==> src/rtl/kf8288_pkg.sv <==
// kf8288_pkg
//   Shared definitions for the 8288-style bus controller family:
//   CPU status encodings (S2..S0), T-state and cycle-type enumerations,
//   and small classification helpers used by the command decoder.
package kf8288_pkg;

   localparam logic [2:0] STATUS_INTA    = 3'b000;
   localparam logic [2:0] STATUS_IOR     = 3'b001;
   localparam logic [2:0] STATUS_IOW     = 3'b010;
   localparam logic [2:0] STATUS_HALT    = 3'b011;
   localparam logic [2:0] STATUS_CODE    = 3'b100;
   localparam logic [2:0] STATUS_MEMR    = 3'b101;
   localparam logic [2:0] STATUS_MEMW    = 3'b110;
   localparam logic [2:0] STATUS_PASSIVE = 3'b111;

   typedef enum logic [2:0] {
      TS_TI = 3'd0,
      TS_T1 = 3'd1,
      TS_T2 = 3'd2,
      TS_T3 = 3'd3,
      TS_TW = 3'd4,
      TS_T4 = 3'd5
   } t_state_e;

   // Cycle types share the status encoding so a latched status casts directly.
   typedef enum logic [2:0] {
      CYC_INTA = 3'b000,
      CYC_IOR  = 3'b001,
      CYC_IOW  = 3'b010,
      CYC_HALT = 3'b011,
      CYC_CODE = 3'b100,
      CYC_MEMR = 3'b101,
      CYC_MEMW = 3'b110
   } cycle_type_e;

   // Cycles where data flows towards the CPU (DT/R# low, DEN ends with T3/TW).
   function automatic logic is_read_cycle(input cycle_type_e cycle);
      return (cycle == CYC_INTA) || (cycle == CYC_IOR) ||
             (cycle == CYC_CODE) || (cycle == CYC_MEMR);
   endfunction

endpackage

==> src/rtl/kf8288_clock_edge.sv <==
// kf8288_clock_edge
//   Detects edges of a slower clock-like signal sampled on the fast clock.
//   Ports:
//     clock   - fast sampling clock
//     reset   - asynchronous active-high reset (previous level forced low)
//     sample  - slow signal being watched (e.g. cpu_clock)
//     rising  - high for the one fast-clock cycle where sample went 0->1
//     falling - high for the one fast-clock cycle where sample went 1->0
module kf8288_clock_edge (
   input  logic clock,
   input  logic reset,
   input  logic sample,
   output logic rising,
   output logic falling
);

   logic prev_level;

   always_ff @(posedge clock or posedge reset) begin
      if (reset) begin
         prev_level <= 1'b0;
      end else begin
         prev_level <= sample;
      end
   end

   assign rising  = sample & ~prev_level;
   assign falling = ~sample & prev_level;

endmodule

==> src/rtl/kf8288_wait_bus_controller.sv <==
// kf8288_wait_bus_controller
//   8288-style bus command generator with programmable wait states.
//   Tracks the CPU T-states (TI, T1, T2, T3, TW, T4) from the S2..S0 status,
//   advancing only on cpu_clock falling edges seen on the fast system clock.
//   Ports:
//     clock, reset                    - system clock, async active-high reset
//     cpu_clock                       - CPU clock, sampled on clock
//     processor_status                - S2..S0 (111 = passive)
//     ready                           - external bus ready (synchronous to clock)
//     address_enable_n, command_enable, io_bus_mode - command gating controls
//     cpu_ready                       - ready back to the CPU
//     address_latch_enable, data_enable, direction_transmit_or_receive_n
//     *_command_n, interrupt_acknowledge_n - active-low bus commands
//     halt_detected, bus_cycle_done   - single-clock event pulses
module kf8288_wait_bus_controller
   import kf8288_pkg::*;
#(
   parameter int WAIT_WIDTH = 3,
   parameter int MEM_WAIT   = 0,
   parameter int IO_WAIT    = 1,
   parameter int INTA_WAIT  = 0
) (
   input  logic       clock,
   input  logic       reset,
   input  logic       cpu_clock,
   input  logic [2:0] processor_status,
   input  logic       ready,
   input  logic       address_enable_n,
   input  logic       command_enable,
   input  logic       io_bus_mode,
   output logic       cpu_ready,
   output logic       address_latch_enable,
   output logic       data_enable,
   output logic       direction_transmit_or_receive_n,
   output logic       memory_read_command_n,
   output logic       memory_write_command_n,
   output logic       advanced_memory_write_command_n,
   output logic       io_read_command_n,
   output logic       io_write_command_n,
   output logic       advanced_io_write_command_n,
   output logic       interrupt_acknowledge_n,
   output logic       halt_detected,
   output logic       bus_cycle_done
);

   localparam logic [2:0] ST_TI = TS_TI;
   localparam logic [2:0] ST_T1 = TS_T1;
   localparam logic [2:0] ST_T2 = TS_T2;
   localparam logic [2:0] ST_T3 = TS_T3;
   localparam logic [2:0] ST_TW = TS_TW;
   localparam logic [2:0] ST_T4 = TS_T4;

   logic                  cpu_clock_negedge;
   logic [2:0]            state;
   cycle_type_e           cycle_type;
   logic [WAIT_WIDTH-1:0] wait_count;
   logic                  status_passive;
   logic                  status_halt;
   logic                  start_cycle;
   logic                  wait_pending;
   logic                  read_cycle;
   logic                  early_window;
   logic                  late_window;
   logic                  mem_gate;
   logic                  io_gate;

   function automatic logic [WAIT_WIDTH-1:0] wait_load(input logic [2:0] status);
      logic [WAIT_WIDTH-1:0] count;
      case (status)
         STATUS_CODE, STATUS_MEMR, STATUS_MEMW: count = WAIT_WIDTH'(MEM_WAIT);
         STATUS_IOR, STATUS_IOW:                count = WAIT_WIDTH'(IO_WAIT);
         STATUS_INTA:                           count = WAIT_WIDTH'(INTA_WAIT);
         default:                               count = '0;
      endcase
      return count;
   endfunction

   kf8288_clock_edge u_cpu_clock_edge (
      .clock   (clock),
      .reset   (reset),
      .sample  (cpu_clock),
      .rising  (),
      .falling (cpu_clock_negedge)
   );

   assign status_passive = (processor_status == STATUS_PASSIVE);
   assign status_halt    = (processor_status == STATUS_HALT);
   // Halt is acknowledged but never opens a bus cycle.
   assign start_cycle    = !status_passive && !status_halt;

   always_ff @(posedge clock or posedge reset) begin
      if (reset) begin
         state          <= ST_TI;
         cycle_type     <= CYC_HALT;
         wait_count     <= '0;
         halt_detected  <= 1'b0;
         bus_cycle_done <= 1'b0;
      end else begin
         halt_detected  <= 1'b0;
         bus_cycle_done <= 1'b0;
         if (cpu_clock_negedge) begin
            case (state)
               // T4 behaves like TI for starting the next cycle, so a status
               // already present at the end of T4 runs back-to-back.
               ST_TI, ST_T4: begin
                  if (state == ST_T4) begin
                     bus_cycle_done <= 1'b1;
                  end
                  if (start_cycle) begin
                     state      <= ST_T1;
                     cycle_type <= cycle_type_e'(processor_status);
                     wait_count <= wait_load(processor_status);
                  end else begin
                     state <= ST_TI;
                     if (status_halt) begin
                        halt_detected <= 1'b1;
                     end
                  end
               end
               ST_T1: state <= ST_T2;
               ST_T2: state <= ST_T3;
               ST_T3, ST_TW: begin
                  if (wait_pending) begin
                     state <= ST_TW;
                  end else begin
                     state <= ST_T4;
                  end
                  if (wait_count != '0) begin
                     wait_count <= wait_count - WAIT_WIDTH'(1);
                  end
               end
               default: state <= ST_TI;
            endcase
         end
      end
   end

   // Outputs decode the current T-state directly so an asynchronous reset
   // drops every command in the same clock.
   always_comb begin
      wait_pending = (wait_count != '0) || !ready;
      read_cycle   = is_read_cycle(cycle_type);
      early_window = (state == ST_T2) || (state == ST_T3) || (state == ST_TW);
      late_window  = (state == ST_T3) || (state == ST_TW);
      mem_gate     = command_enable && !address_enable_n;
      // In IOB mode the IO commands belong to a private bus that AEN does not own.
      io_gate      = command_enable && (!address_enable_n || io_bus_mode);

      address_latch_enable            = (state == ST_T1) && !status_passive;
      cpu_ready                       = !(early_window && wait_pending);
      direction_transmit_or_receive_n = !((state != ST_TI) && read_cycle);
      data_enable                     = read_cycle ? early_window
                                                   : (early_window || (state == ST_T4));

      memory_read_command_n           = !(early_window && mem_gate &&
                                          ((cycle_type == CYC_MEMR) || (cycle_type == CYC_CODE)));
      advanced_memory_write_command_n = !(early_window && mem_gate && (cycle_type == CYC_MEMW));
      memory_write_command_n          = !(late_window  && mem_gate && (cycle_type == CYC_MEMW));
      io_read_command_n               = !(early_window && io_gate  && (cycle_type == CYC_IOR));
      advanced_io_write_command_n     = !(early_window && io_gate  && (cycle_type == CYC_IOW));
      io_write_command_n              = !(late_window  && io_gate  && (cycle_type == CYC_IOW));
      interrupt_acknowledge_n         = !(early_window && mem_gate && (cycle_type == CYC_INTA));
   end

endmodule
==> config.mk <==
export PLATFORM = sky130hd
export DESIGN_NAME = kf8288_wait_bus_controller
export DESIGN_NICKNAME = d
export VERILOG_FILES = /design/src/rtl/kf8288_pkg.sv /design/src/rtl/kf8288_clock_edge.sv /design/src/rtl/kf8288_wait_bus_controller.sv
export SDC_FILE = /design/constraint.sdc
export NUM_CORES = 1
export LEC_CHECK = 0
export CAP_MARGIN = 40
export CORE_MARGIN = 2
export CORE_UTILIZATION = 30
export CTS_BUF_LIST = sky130_fd_sc_hd__clkbuf_16
export DETAILED_ROUTE_END_ITERATION = 12
export HOLD_SLACK_MARGIN = 0.1
export PLACE_DENSITY = 0.63
export SYNTH_ARGS = -nofsm -noshare
export SYNTH_HDL_FRONTEND = slang
export SYNTH_HIERARCHICAL = 1
export SYNTH_SLANG_ARGS = --single-unit
==> constraint.sdc <==
create_clock -name clock -period 2.1 [get_ports clock]
set_input_delay 0.42 -clock clock [delete_from_list [all_inputs] [get_ports clock]]
set_output_delay 0.42 -clock clock [all_outputs]
set_load 0.01 [all_outputs]
==> results of run 1 <==
==> area by class of cell <==
type                            count  area share
Timing Repair Buffer               33       0.235
Tap cell                           30      0.0305
Clock inverter                      1     0.00305
Clock buffer                        3      0.0610
Inverter                            6      0.0183
Sequential cell                    12       0.246
Multi-Input combinational cell     72       0.406
==> where the power goes <==
group | switching, mW | internal [mW]
logic | 0.415 | 0.399
clock network | 0.0929 | 0.250
registers | 0.0993 | 0.331
==> stage by stage <==
| stage | instances | setup TNS, ns |
|---|---|---|
| after floorplan | 92 | 0 |
| after global placement | 153 | -0.704 |
| after detailed placement | 153 | -0.947 |
| after CTS | 157 | 0 |
| after global routing | 157 | 0 |
| final | 157 | 0 |
==> sequential cells by signal, summed over array words and instances, names as in the netlist <==
register / flops
cycle_type: 3
state: 3
wait_count: 3
bus_cycle_done: 1
halt_detected: 1
u_cpu_clock_edge/prev_level: 1
==> worst paths after layout <==
| kind | from | to | depth (start not counted) |
|---|---|---|---|
| max in group asynchronous | reset | cycle_type[0] | 2 |
| worst min-delay path | reset | u_cpu_clock_edge/prev_level | 2 |
| min in group clock | wait_count[1] | wait_count[1] | 2 |
| worst max register to register | wait_count[0] | wait_count[0] | 7 |
| worst max-delay path | address_enable_n | advanced_io_write_command_n | 5 |
| worst min register to register | wait_count[1] | wait_count[1] | 2 |
==> metal layers <==
| layer | share of wire | routed length (um) | track usage |
|---|---|---|---|
| met4 | 0.0043 | 9 | 0.0488 |
| met3 | 0.060 | 124 | 0.0279 |
| met1 | 0.44 | 903 | 0.188 |
| met2 | 0.50 | 1040 | 0.248 |
| met5 | 0 | 0 | 0 |
==> worst max-delay path, delay by kind of cell <==
| kind | cells | cell delay, ns |
|---|---|---|
| buffers and inverters | 2 | 0.78 |
| AND/OR/NAND/NOR | 3 | 0.43 |
==> cells in the final DEF, fill, tap and decap left out, types with 2 or more instances in the layout <==
cell type,instances
sky130_fd_sc_hd__nand2_1,11
sky130_fd_sc_hd__clkdlybuf4s50_1,11
sky130_fd_sc_hd__dlygate4sd2_1,11
sky130_fd_sc_hd__buf_4,11
sky130_fd_sc_hd__dfrtp_1,10
sky130_fd_sc_hd__nor2_1,8
sky130_fd_sc_hd__inv_1,7
sky130_fd_sc_hd__mux2_2,4
sky130_fd_sc_hd__nand2b_1,4
sky130_fd_sc_hd__a21oi_1,4
sky130_fd_sc_hd__o21ai_0,4
sky130_fd_sc_hd__nor3_1,4
sky130_fd_sc_hd__clkbuf_16,3
sky130_fd_sc_hd__o21ai_1,2
sky130_fd_sc_hd__o31ai_1,2
sky130_fd_sc_hd__nand3b_1,2
sky130_fd_sc_hd__nand3_1,2
sky130_fd_sc_hd__nor4b_4,2
sky130_fd_sc_hd__ha_1,2
sky130_fd_sc_hd__dfstp_2,2
==> repair_timing <==
item,CTS,global route
hold buffers,0,0
setup buffers,0,0
cloned,0,0
gates resized for setup,20,0
setup endpoints to repair,10,2
pin swaps,1,1
==> metrics.md, run 1 <==
| Metric | Value |
|---|---|
| Outcome | complete, no violations |
| Static leakage | 0.518 nW |
| CTS tree | yes |
| Gr ovfl total | 0 |
| Register-to-register setup slack | 0.34 ns |
| Pins over their slew limit | 0 |
| CP peak stage delay | 0.49 ns |
| Total power | 1.59 mW |
| Peak clock frequency supported by timing | 488 MHz |
| Post-Layout Inst Area | 1230 um2 |
| Worst relative slew slack | 0.714 |
| Buffer cell driving the clock tree root | sky130_fd_sc_hd__clkbuf_16 |
| Placed wire-length estimate after detailed placement | 1610 um |
| Fraction of final layout cells with drive strength greater than 1 | 0.236 |
| Number of DRC markers after the initial detailed-route iteration | 13 |
| Maximum level of the CTS H-tree | 1 |
| Area growth from synthesis to layout | 53.6% |
| Number of detailed-routing iterations run before antenna repair | 4 |
| Total clock buffers created by CTS | 3 |
| Diodes inserted | 0 |
| Area of the core | 2500 um2 |
| Final hold violation count | 0 |
| Worst setup skew after layout | 0.00510 ns |
| Per-instance average area after synthesis | 8.70 um2 |
| Synthesized cell area | 801 um2 |
| Floorplan die width | 55.7 um |
| Area of combinational cells with multiple inputs | 499 um2 |
| Port Buffer Count | 22 |
| Drt via density | 5.10 |
| Number of buffers between clock root and the deepest sink | 2 |
| Arrival time reported for the critical path endpoint | 1.63 ns |
| CTS clock-pin slew for the worst setup and hold paths | 0.04 ns |
| Number of rows in the core area | 18 |
| RSZ-0062 raised after global routing | no |
| Transition at the pin with the smallest max-transition slack | 0.429 ns |
| Cell chain of the critical path | clkdlybuf4s50_1 > nand2b_1 > nor4b_4 > nand2_1 > dlygate4sd2_1 |
| Pin count of the biggest net entering global routing | 15 |
| Layout net count | 140 |
| Number of cells produced by synthesis | 92 |
| Final wirelength | 2070 um |
| Total global routing track utilization | 0.147 |
| End-of-flow core utilization | 0.492 |
| Reg area | 303 um2 |
| Initial Utilization | 0.320 |
| Required time at the endpoint of the critical path | 1.68 ns |
| Final Critical Period | 2.05 ns |
| Post-DR wirelength/cell | 13.2 um |
| Crit-path max FO | 3 |
| Number of global-route vias before repair | 801 |
| Pwr Density | 1290 nW/um2 |
| Post-route setup slack | 0.0527 ns |
| Critical Path Source Type | primary input |
| Remaining routing DRC violations | 0 |
| Count of vias placed by the detailed router | 800 |
| Placer congestion estimate | 0.806 |
| VDD IR max | 0.745 mV |
| First-pass GRT wire length | 3680 um |
| Critical path's slowest cell | sky130_fd_sc_hd__clkdlybuf4s50_1 |
| DRT antenna net count | 0 |
| Total die area | 3100 um2 |
| Setup violation total in the final timing report | 0 |
| Clock insertion delay at the later pin of the skew report | 0.24 ns |
| Post-synth net total | 104 |
| Critical path endpoint category | output pin |
| Path class of the lowest-slack min-delay path | in2async |
| Clock Sinks | 12 |
| Total placed instance area | 1120 um2 |
| Final-layout fill cell count | 252 |
| Post-Route Hold Slack | 0.340 ns |
| Number of maximum-capacitance constraint violations | 0 |
| CP Class | in2out |
| Height of the die | 55.7 um |
| Ys Warns | 6 |
| Fin crit share | 0.975 |
| Pre-CTS setup slack | -0.224 ns |
| Number of top-level pins | 23 |
| Number of antenna violations at the first check in global routing | 0 |
Note: power is estimated with default switching activity, not from simulation.
==> inputs of run 2 (changes only) <==
--- a/config.mk
+++ b/config.mk
@@ -5,12 +5,12 @@
 export SDC_FILE = /design/constraint.sdc
 export NUM_CORES = 1
 export LEC_CHECK = 0
+export ABC_AREA = 1
 export CAP_MARGIN = 40
 export CORE_MARGIN = 2
 export CORE_UTILIZATION = 30
 export CTS_BUF_LIST = sky130_fd_sc_hd__clkbuf_16
 export DETAILED_ROUTE_END_ITERATION = 12
-export HOLD_SLACK_MARGIN = 0.1
 export PLACE_DENSITY = 0.63
 export SYNTH_ARGS = -nofsm -noshare
 export SYNTH_HDL_FRONTEND = slang
==> constraint.sdc (replaced) <==
create_clock -name clock -period 2.2 [get_ports clock]
set_input_delay 0.44 -clock clock [delete_from_list [all_inputs] [get_ports clock]]
set_output_delay 0.44 -clock clock [all_outputs]
set_load 0.01 [all_outputs]
==> metrics.md, run 2 <==
| Metric | Value |
|---|---|
| Buffer cell driving the clock tree root | sky130_fd_sc_hd__clkbuf_16 |
| Critical Path Source Type | primary input |
| Pwr Density | 1230 nW/um2 |
| Placer congestion estimate | 0.878 |
| Synthesized cell area | 798 um2 |
| Static leakage | 0.566 nW |
| Post-DR wirelength/cell | 10.8 um |
| VDD IR max | 0.481 mV |
| Number of buffers inserted to repair setup after CTS | 0 |
| Switching power as a share of total power | 0.424 |
| Number of maximum-capacitance constraint violations | 0 |
| Placed wire-length estimate after detailed placement | 1470 um |
| Share of total power in sequential cells | 0.259 |
| Setup violation total in the final timing report | 0 |
| Number of buffer and inverter instances along the worst setup path | 2 |
| Most frequent cell on the critical path | sky130_fd_sc_hd__nand2_1 |
| Total global routing track utilization | 0.127 |
| Worst relative slew slack | 0.705 |
| Total placed instance area | 1100 um2 |
| Layout net count | 156 |
| CTS tree | yes |
| First-pass GRT wire length | 3010 um |
| Cell chain of the critical path | clkdlybuf4s50_1 > nand2_1 > nor4_2 > nand2_1 > dlygate4sd2_1 |
| Combinational power share | 0.511 |
| Post-route setup slack | 0.119 ns |
| Final hold violation count | 0 |
| Number of detailed-routing iterations run before antenna repair | 4 |
| Final cell count without fillers | 173 |
| Number of DRC markers after the initial detailed-route iteration | 22 |
| Fraction of final layout cells with drive strength greater than 1 | 0.189 |
| Critical path endpoint category | output pin |
| Commonest cells after routing, fill and taps aside | 34 x sky130_fd_sc_hd__nand2_1, 17 x sky130_fd_sc_hd__inv_1, 12 x sky130_fd_sc_hd__clkdlybuf4s50_1 |
| Number of cells produced by synthesis | 111 |
| Launching element of the worst setup path | command_enable |
| Number of buffers between clock root and the deepest sink | 2 |
| CP peak stage delay | 0.48 ns |
| Port Buffer Count | 22 |
| Drt via density | 4.64 |
| Gr ovfl total | 0 |
| Pin count of the biggest net entering global routing | 12 |
| Post-Route Hold Slack | 0.357 ns |
| Power dissipated by switching net loads | 614 uW |
| Arrival time reported for the critical path endpoint | 1.64 ns |
| Number of top-level pins | 23 |
| Register-to-register setup slack | 0.89 ns |
| Pins over their slew limit | 0 |
| Kind of cell adding the most delay to the critical path | buffers and inverters |
| Fin crit share | 0.946 |
| Critical path's slowest cell | sky130_fd_sc_hd__clkdlybuf4s50_1 |
| Final Critical Period | 2.08 ns |
| Number of global-route vias before repair | 745 |
| Pre-CTS setup slack | -0.110 ns |
| Number of antenna violations at the first check in global routing | 0 |
| CP Class | in2out |
| Maximum level of the CTS H-tree | 1 |
| Remaining routing DRC violations | 0 |
| Required time at the endpoint of the critical path | 1.76 ns |
| Path class of the lowest-slack min-delay path | in2async |
| Crit Reg-Reg Endpoint | wait_count[0] |
| Outcome | complete, no violations |
| Commonest non-fill, non-tap cell in the layout | sky130_fd_sc_hd__nand2_1 |
| Peak clock frequency supported by timing | 480 MHz |
| Height of the die | 55.6 um |
| Area of the core | 2500 um2 |
| Clock Sinks | 12 |
| Number of rows in the core area | 18 |
| Clock network fraction of design power | 0.231 |
| Initial Utilization | 0.319 |
| Diodes inserted | 0 |
| CTS clock-pin slew for the worst setup and hold paths | 0.04 ns |
| Total die area | 3090 um2 |
| Crit-path max FO | 2 |
| Total power | 1.45 mW |
| Clock insertion delay at the later pin of the skew report | 0.24 ns |
| Worst setup skew after layout | 0.00389 ns |
| Launching point of the worst reg2reg path | state[2] |
| Internal Pwr Total | 836 uW |
| Total clock buffers created by CTS | 3 |
| RSZ-0062 raised after global routing | no |
| Post-Layout Inst Area | 1180 um2 |
| Post-synth net total | 123 |
| Worst Reg-to-Reg Cells | 8 |
| Floorplan die width | 55.6 um |
| Ys Warns | 6 |
| Largest registers | cycle_type x3, state x3, wait_count x3 |
| Final wirelength | 1860 um |
| Per-instance average area after synthesis | 7.19 um2 |
| Count of vias placed by the detailed router | 803 |
| DRT antenna net count | 0 |
| Area growth from synthesis to layout | 47.6% |
| Total negative slack for setup checks | 0 ns |
| Transition at the pin with the smallest max-transition slack | 0.442 ns |
| End-of-flow core utilization | 0.471 |
| Number of placed instances with taps included | 169 |
run 2: power groups by stage:
stage	Sequential, mW	Clock [mW]	Combinational [mW]
final	0.375	0.334	0.741
after global routing	0.381	0.357	0.832
after CTS	0.371	0.342	0.754
after detailed placement	0.372	0	0.757
after global placement	0.369	0	0.747
after floorplan	0.357	0	0.529
run 2: worst reg2reg max path, stage by stage (launching register included):
cell,delay [ns]
sky130_fd_sc_hd__dfrtp_1,0.44
sky130_fd_sc_hd__inv_1,0.16
sky130_fd_sc_hd__nand3_1,0.11
sky130_fd_sc_hd__nand2_2,0.15
sky130_fd_sc_hd__nand2_2,0.08
sky130_fd_sc_hd__nand2_4,0.08
sky130_fd_sc_hd__nand2_2,0.07
sky130_fd_sc_hd__nand2_1,0.06
sky130_fd_sc_hd__nand2_1,0.05
run 2: final cells by class:
| cell class | instances | area [um2] |
|---|---|---|
| Fill cell | 261 | 1320 |
| Clock buffer | 3 | 75.1 |
| Clock inverter | 1 | 3.75 |
| Tap cell | 30 | 37.5 |
| Sequential cell | 12 | 304 |
| Multi-Input combinational cell | 80 | 423 |
| Inverter | 18 | 67.6 |
| Timing Repair Buffer | 29 | 268 |
run 2: what timing repair did:
| action | in CTS | in global routing |
|---|---|---|
| gates resized for setup | 10 | 3 |
| endpoints found under the setup margin | 8 | 2 |
| hold buffers | 0 | 0 |
run 2: metal layers:
metal  track usage  share of wire  vias to the layer above
li1              -              -                      414
met1         0.137           0.46                      353
met2         0.207           0.45                       26
met3        0.0233          0.045                       10
met4         0.118          0.042                        0
met5             0              0                        -
run 2: worst max path at each step:
stage,end,slack (ns),cells past startpoint
2_1_floorplan,interrupt_acknowledge_n,0.69,6
3_3_place_gp,advanced_io_write_command_n,-0.08,5
3_5_place_dp,advanced_memory_write_command_n,-0.11,5
4_1_cts,cpu_ready,0.01,6
5_1_grt,interrupt_acknowledge_n,0.06,6
6_report,advanced_memory_write_command_n,0.12,5
